### src/rtl/dct_rotate_stage.sv
// DCT stage-2 butterfly: two add/sub butterfly pairs and two fixed-point plane
// rotations in a 3-stage valid/ready pipeline with round-half-up and saturation.
module dct_rotate_stage #(
    parameter int WIDTH     = 16,
    parameter int COEF_W    = 16,
    parameter int COEF_FRAC = 14,
    parameter int C1        = 16069,
    parameter int S1        = 3196,
    parameter int C3        = 13623,
    parameter int S3        = 9102
) (
    input  logic                 clk,
    input  logic                 reset,
    input  logic                 en,
    input  logic                 in_valid,
    output logic                 in_ready,
    input  logic                 in_mode,
    input  logic [8*WIDTH-1:0]   in_data,
    output logic                 out_valid,
    input  logic                 out_ready,
    output logic [8*WIDTH-1:0]   out_data,
    output logic                 out_sat
);

    localparam int BW = WIDTH + 1;
    localparam int PW = WIDTH + COEF_W + 1;
    localparam int RW = PW + 1;

    localparam logic signed [PW-1:0] K_C1 = PW'(C1);
    localparam logic signed [PW-1:0] K_S1 = PW'(S1);
    localparam logic signed [PW-1:0] K_C3 = PW'(C3);
    localparam logic signed [PW-1:0] K_S3 = PW'(S3);
    localparam logic signed [RW-1:0] K_RND = RW'(2 ** (COEF_FRAC - 1));

    localparam logic signed [RW-1:0] K_SMAX = {{(RW-WIDTH+1){1'b0}}, {(WIDTH-1){1'b1}}};
    localparam logic signed [RW-1:0] K_SMIN = {{(RW-WIDTH+1){1'b1}}, {(WIDTH-1){1'b0}}};

    // Returns {clamped, value} for one lane.
    function automatic logic [WIDTH:0] sat_lane(input logic signed [RW-1:0] v);
        if (v > K_SMAX)
            sat_lane = {1'b1, K_SMAX[WIDTH-1:0]};
        else if (v < K_SMIN)
            sat_lane = {1'b1, K_SMIN[WIDTH-1:0]};
        else
            sat_lane = {1'b0, v[WIDTH-1:0]};
    endfunction

    logic w_ce;

    logic                 r_v1, r_v2, r_v3;
    logic                 r1_mode, r2_mode;
    logic [8*WIDTH-1:0]   r1_data, r2_raw, r3_data;
    logic                 r3_sat;
    logic signed [BW-1:0] r2_a [4];
    logic signed [PW-1:0] r2_p [4];

    logic signed [WIDTH-1:0] w_x   [8];
    logic signed [BW-1:0]    w_a   [4];
    logic signed [PW-1:0]    w_p   [4];
    logic signed [RW-1:0]    w_pre [8];
    logic [WIDTH:0]          w_res [8];
    logic [8*WIDTH-1:0]      w_y;
    logic                    w_any_sat;

    // The whole pipe moves together, so a stall anywhere freezes every stage and lanes stay aligned.
    assign w_ce     = en & (out_ready | ~r_v3);
    assign in_ready = w_ce;

    always_comb begin
        for (int k = 0; k < 8; k++) begin
            w_x[k] = r1_data[k*WIDTH +: WIDTH];
        end
        w_a[0] = BW'(w_x[0]) + BW'(w_x[3]);
        w_a[3] = BW'(w_x[0]) - BW'(w_x[3]);
        w_a[1] = BW'(w_x[1]) + BW'(w_x[2]);
        w_a[2] = BW'(w_x[1]) - BW'(w_x[2]);
        // w_p index j feeds output lane 4+j: p4, p5, p6, p7.
        w_p[0] = PW'(w_x[4]) * K_C3 + PW'(w_x[7]) * K_S3;
        w_p[1] = PW'(w_x[5]) * K_C1 + PW'(w_x[6]) * K_S1;
        w_p[2] = PW'(w_x[6]) * K_C1 - PW'(w_x[5]) * K_S1;
        w_p[3] = PW'(w_x[7]) * K_C3 - PW'(w_x[4]) * K_S3;
    end

    always_comb begin
        w_y       = '0;
        w_any_sat = 1'b0;
        for (int k = 0; k < 4; k++) begin
            w_pre[k]     = RW'(r2_a[k]);
            w_pre[k + 4] = (RW'(r2_p[k]) + K_RND) >>> COEF_FRAC;
        end
        for (int k = 0; k < 8; k++) begin
            w_res[k]                = sat_lane(w_pre[k]);
            w_y[k*WIDTH +: WIDTH]   = w_res[k][WIDTH-1:0];
            w_any_sat               = w_any_sat | w_res[k][WIDTH];
        end
    end

    // NOTE: all state uses non-blocking assignments so every stage samples the
    // pre-edge value of the stage before it; data registers are reset as well so
    // out_data reads 0 during reset rather than stale contents.
    always_ff @(posedge clk or negedge reset) begin
        if (!reset) begin
            r_v1    <= 1'b0;
            r_v2    <= 1'b0;
            r_v3    <= 1'b0;
            r1_mode <= 1'b0;
            r2_mode <= 1'b0;
            r1_data <= '0;
            r2_raw  <= '0;
            r3_data <= '0;
            r3_sat  <= 1'b0;
            for (int k = 0; k < 4; k++) begin
                r2_a[k] <= '0;
                r2_p[k] <= '0;
            end
        end else if (w_ce) begin
            r_v1    <= in_valid;
            r1_mode <= in_mode;
            r1_data <= in_data;

            r_v2    <= r_v1;
            r2_mode <= r1_mode;
            r2_raw  <= r1_data;
            for (int k = 0; k < 4; k++) begin
                r2_a[k] <= w_a[k];
                r2_p[k] <= w_p[k];
            end

            r_v3    <= r_v2;
            r3_data <= r2_mode ? r2_raw : w_y;
            r3_sat  <= r2_mode ? 1'b0   : w_any_sat;
        end
    end

    assign out_valid = r_v3;
    assign out_data  = r3_data;
    assign out_sat   = r3_sat;

endmodule
### config.mk
export PLATFORM = sky130hd
export DESIGN_NAME = dct_rotate_stage
export DESIGN_NICKNAME = d
export VERILOG_FILES = /design/src/rtl/dct_rotate_stage.sv
export SDC_FILE = /design/constraint.sdc
export NUM_CORES = 2
export LEC_CHECK = 0
export ABC_AREA = 1
export BUFFER_PORTS_ARGS = -buffer_cell sky130_fd_sc_hd__buf_2
export CAP_MARGIN = 30
export CORE_ASPECT_RATIO = 0.6
export CORE_MARGIN = 3
export CORE_UTILIZATION = 40
export DETAILED_ROUTE_END_ITERATION = 10
export SLEW_MARGIN = 5
export SYNTH_ARGS = -nofsm -noshare
export SYNTH_HDL_FRONTEND = slang
export SYNTH_SLANG_ARGS = --single-unit
### constraint.sdc
create_clock -name clk -period 13.07 [get_ports clk]
set_input_delay 3.921 -clock clk [delete_from_list [all_inputs] [get_ports clk]]
set_output_delay 3.921 -clock clk [all_outputs]
set_load 0.02 [all_outputs]
* Word level (Yosys, flattened, before mapping)
Index checks and enable logic that the tools add are counted.
** Operators by class
- Order comparisons :: 16
- Multipliers :: 8
- Add/subtract/negate cells :: 12
- Muxes and demuxes :: 18
- Bitwise operators :: 10
** Operator list (count)
- 17-bit two-way mux :: 16
- 32-bit by 15-bit adder with 33-bit output, second input constant :: 4
- 128-bit two-way mux :: 1
- 16-bit by 15-bit multiplier with 31-bit output, second input constant :: 4
- 19-bit by 16-bit greater-than comparator with 1-bit output, second input constant :: 4
- 19-bit by 16-bit less-than comparator with 1-bit output, second input constant :: 4
- 17-bit by 16-bit greater-than comparator with 1-bit output, second input constant :: 4
- 17-bit by 16-bit less-than comparator with 1-bit output, second input constant :: 4
- 16-bit by 14-bit multiplier with 30-bit output, second input constant :: 2
- 16-bit by 11-bit multiplier with 27-bit output, second input constant :: 2
- 16-bit by 16-bit adder with 17-bit output :: 2
- 16-bit by 16-bit subtractor with 17-bit output :: 2
- 31-bit by 29-bit adder with 32-bit output :: 1
- 31-bit by 31-bit adder with 32-bit output :: 1
- 31-bit by 29-bit subtractor with 32-bit output :: 1
- 31-bit by 31-bit subtractor with 32-bit output :: 1
- 1-bit bitwise OR :: 8
- 1-bit bitwise AND :: 1
- 1-bit two-way mux :: 1
- 1-bit NOT :: 1
** Storage, ports and cells
- Register bits :: 586
- Logic and storage cells :: 81

* Depth between registers and ports, before layout
- Depth in word-level cells :: 11
- Gate-level depth with buffers :: 43

* Worst setup path after synthesis
Ideal clock, no wire load.
- Kind :: register to register
- Start point :: register r1_data[95]
- End point :: register r2_p[64] (netlist name)
- Slack :: 4.102 ns
- Arrival time :: 8.850 ns
- Cell stages (with the launch flop) :: 36
- Setup time :: 0.118 ns
- Cells stage by stage :: dfrtp_1 -> inv_1 -> fa_1 -> inv_1 -> fa_1 -> inv_1 -> fa_1 -> inv_1 -> ha_1 -> a21oi_1 -> o21ai_0 -> a21oi_1 -> o21ai_0 -> a21oi_1 -> o21bai_1 -> xor2_1 -> ha_1 -> inv_1 -> fa_1 -> fa_1 -> inv_1 -> fa_1 -> fa_1 -> inv_1 -> fa_1 -> inv_1 -> ha_1 -> nand2_1 -> nor2_1 -> inv_1 -> nor4_1 -> a21oi_1 -> nand2_1 -> nand2_1 -> nand3_1 -> nand2_1
** Between the ends
- Cells in the longest elaborated chain, start to end :: 2
** RTL lines
- start, declared :: RTL line 52 : logic [8*WIDTH-1:0] r1_data, r2_raw, r3_data;
- start signal, assigned :: RTL line 119 : r1_data <= in_data;
- 16-bit by 11-bit multiplier with 27-bit output :: RTL line 80 : w_p[2] = PW'(w_x[6]) * K_C1 - PW'(w_x[5]) * K_S1;
- 31-bit by 29-bit subtractor with 32-bit output :: RTL line 80
No other way between the ends.
A chain may end at the register's enable or synchronous reset.

* Worst setup path in the final report
- Start point :: register r1_data[71]
- End point :: register r2_p[30] (netlist bit)
** Between the ends
- Cells in the longest elaborated chain, start to end :: 2
** RTL lines
- 16-bit by 14-bit multiplier with 30-bit output :: RTL line 81 : w_p[3] = PW'(w_x[7]) * K_C3 - PW'(w_x[4]) * K_S3;
- 31-bit by 31-bit subtractor with 32-bit output :: RTL line 81
- end signal, assigned by index :: RTL line 126 : r2_p[k] <= w_p[k];
- end, declared :: RTL line 55 : logic signed [PW-1:0] r2_p [4];
No other way between the ends.

==> metrics.csv <==
stage;metric;value;unit
layout;nets;10100;
floorplanning;initial_core_util;40.5;%
clock_tree;clock_latency;0.72;ns
drt;avgRoutedWirePerCell;21.3;um
setup_path;path_delay_family;adder cells;
setup_path;arrival;11.55;ns
synthesis;synth_top_family_by_area;adder cells;
sta;hold_viol_final;0;
job;maxCapViolCount;0;
placement;io_buffers;264;
clock_tree;cts_tree;yes;
synthesis;synth_most_common_cell;inv_1;
setup_path;slowest_delay;0.78;ns
synthesis;syn_area;66700;um2
synthesis;ys_seq_area_share;20.0;%
min_path;hp-class;register to register;
sta;fin_crit_sh;84.2;%
sta;tightest_slew;1.09;ns
synthesis;netlist.area_leader.share;23.6;%
synthesis;synth_area_per_cell;8.25;um2
synthesis;synth_area_leaders;fa_1 (24%), dfrtp_1 (20%), ha_1 (17%);
synthesis;synthFlopType;dfrtp_1;
clock_tree;numCtsBuffers;59;
grt;track_usage;26.2;%
setup_path;worst_path_most_repeated_cell;fa_1;
clock_tree;cts_buffer_depth;3;
status;status;finished, final reports clean;
drt;vias;54800;
sta;setup_tns;0;ns
drt;first_pass_iters;6;
synthesis;muxShareOfSynthArea;0.0150;%
clock_tree;h-tree-depth;2;
synthesis;ys_ff_latch;532;
setup_path;end_kind;register;
drt;vias_per_cell;5.18;
placement;gp_congestion;0.983;
sta;finalSetupViolCount;0;
clock_tree;cts_root_buf;clkbuf_16;
clock_tree;path_clk_slew;0.06;ns
setup_path;timing_worst_setup_path_type;register to register;
placement;dpl.hpwl;188;mm
min_path;hold_start;r2_a[14]$_DFFE_PN0P_;
sta;fmax;90.9;MHz
min_path;min_to;r2_a[14]$_DFFE_PN0P_;
synthesis;synth_edf_count;0;
synthesis;synth_cell_types;58;
clock_tree;cts_resized;0;
floorplanning;die_h;322;um
synthesis;synth-simple-area-share;14.5;%
setup_path;cp-start-kind;register;
grt;overflow;0;
layout;drive_gt1_share;5.91;%
sta;fin_crit;11.00;ns
min_path;min_delay_path_depth;2;
synthesis;synthCells;8089;
synthesis;synth_fa_ha_area_share;40.4;%
grt;grt_max_degree;165;
layout;syn_to_final_growth;9.12;%
clock_tree;post-cts-setup-buffers;0;
grt;grt_pass1_wl;342;mm
drt;first_iter_violations;5423;
floorplanning;fp-row-count;115;
setup_path;rr_startpoint;r1_data[71]$_DFFE_PN0P_;
synthesis;yosysWarnings;0;
floorplanning;io_pins;265;
setup_path;slowest_stage;dfrtp_1;
setup_path;cp.buffers_inverters;7;
floorplanning;die_area;172000;um2
synthesis;synth_nets;9906;
synthesis;synth-compound-area-share;11.2;%
setup_path;crit_fanout;12;
drt;drt.antenna.violating_nets;0;
floorplanning;core;165000;um2
setup_path;reg2reg_to;r2_p[30]$_DFFE_PN0P_;
sta;finClkSkew;0.0833;ns
drt;drc;0;
sta;slew_headroom;26.8;%
grt;antenna_found_initial;8;
synthesis;synthArstFlopShare;100;%
drt;wirelength;225;mm
synthesis;synth_top_cells_by_count;inv_1 (1718), nand2_1 (1539), ha_1 (895);
clock_tree;cts.sink_count;532;
synthesis;synth-xor-area-share;3.12;%
setup_path;rrSetupSlack;2.07;ns
setup_path;crit_required;13.62;ns
setup_path;r2r_cells;37;
floorplanning;die_w;533;um
grt;grt_pass1_vias;53000;
sta;rsz0062_at_grt;false;
clock_tree;hold_buffers;0;
sta;slew_viol_final;0;
synthesis;synth_largest_area_cell;fa_1;
metal layers:
metal | up-vias | part of all wire (%) | track usage (%)
met5 | - | 0.030 | 0.269
met4 | 2 | 1.0 | 2.54
met3 | 120 | 10 | 7.55
met2 | 1898 | 35 | 32.1
met1 | 26900 | 54 | 44.5
li1 | 25800 | - | -
cell families after synthesis:
family                   Yosys count
buffers and inverters           1906
AND/OR/NAND/NOR                 2370
adder cells (fa/ha/maj)         1683
XOR/XNOR                         238
AO/OA/AOI/OAI                   1359
flip-flops                       532
multiplexers                       1
final cells by class:
type,count,area (um2)
fill,16600,91900
timing repair buffer,328,1890
sequential,532,13300
antenna,2,5.00
multi-input combinational,5651,46200
clock inverter,24,375
clock buffer,84,1710
tap,2223,2780
inverter,1727,6490
registers in the layout (all words and copies together) (netlist names):
register and flops:
out_valid 1, r2_a 66, out_sat 1, r1_mode 1, out_data 128, r2_raw 128, r1_data 128, r_v1 1
r2_mode 1, r_v2 1, r2_p 76
layout by cell type, fill, tap and decap left out, types with 8 or more instances in the layout:
cell	Yosys	layout
a21boi_0	8	8
a21o_1	61	61
a21oi_1	408	408
a31oi_1	40	40
buf_2	3	264
buf_4	5	54
clkbuf_1	154	11
clkbuf_16	0	59
clkbuf_8	0	14
dfrtp_1	532	527
fa_1	788	788
ha_1	895	895
inv_1	1718	1716
nand2_1	1539	1538
nand3_1	222	222
nand3b_1	9	9
nand4_1	64	64
nor2_1	403	402
nor3_1	67	67
nor4_1	15	15
o211ai_1	72	72
o21a_1	10	10
o21ai_0	619	619
o21ai_1	45	45
o21bai_1	39	39
o22ai_1	12	12
o31ai_1	16	16
or2_2	26	26
xnor2_1	108	108
xor2_1	130	130
worst register-to-register path: cells and delay by family, from the launching register on:
family / cells / cell delay (ns)
AOI/OAI and AO/OA: 6 / 1.11
xor gates and xnor gates: 2 / 0.69
adders and majority gates: 13 / 5.72
buffers and inverters: 7 / 0.50
DFF: 1 / 0.78
and+or+nand+nor: 9 / 2.03
stage by stage:
stage | hold slack [ns] | worst slack [ns] | cells | utilization, % | area (um2)
floorplan | 0.442 | 4.10 | 8089 | - | 66700
global placement | 0.459 | 2.58 | 10500 | 42.9 | 70600
detailed placement | 0.460 | 2.44 | 10500 | 42.9 | 70600
CTS | 0.478 | 2.41 | 10600 | 44.1 | 72700
global route | 0.497 | 1.69 | 10600 | 44.2 | 72800
finish | 0.473 | 2.07 | 10600 | 44.2 | 72800
worst max-delay path by stage:
stage / slack [ns] / from / end / cells after the start
final: 2.07 / r1_data[71]$_DFFE_PN0P_ / r2_p[30]$_DFFE_PN0P_ / 37
after global routing: 1.69 / r1_data[71]$_DFFE_PN0P_ / r2_p[30]$_DFFE_PN0P_ / 37
after CTS: 2.41 / r1_data[71]$_DFFE_PN0P_ / r2_p[30]$_DFFE_PN0P_ / 37
after detailed placement: 2.44 / r1_data[71]$_DFFE_PN0P_ / r2_p[30]$_DFFE_PN0P_ / 36
after global placement: 2.58 / r1_data[71]$_DFFE_PN0P_ / r2_p[22]$_DFFE_PN0P_ / 38
after floorplan: 4.10 / r1_data[95]$_DFFE_PN0P_ / r2_p[64]$_DFFE_PN0P_ / 35
Power is left out: the tool's default activity adds up to more than one toggle a clock period on the data nets, which glitch-free logic cannot reach.
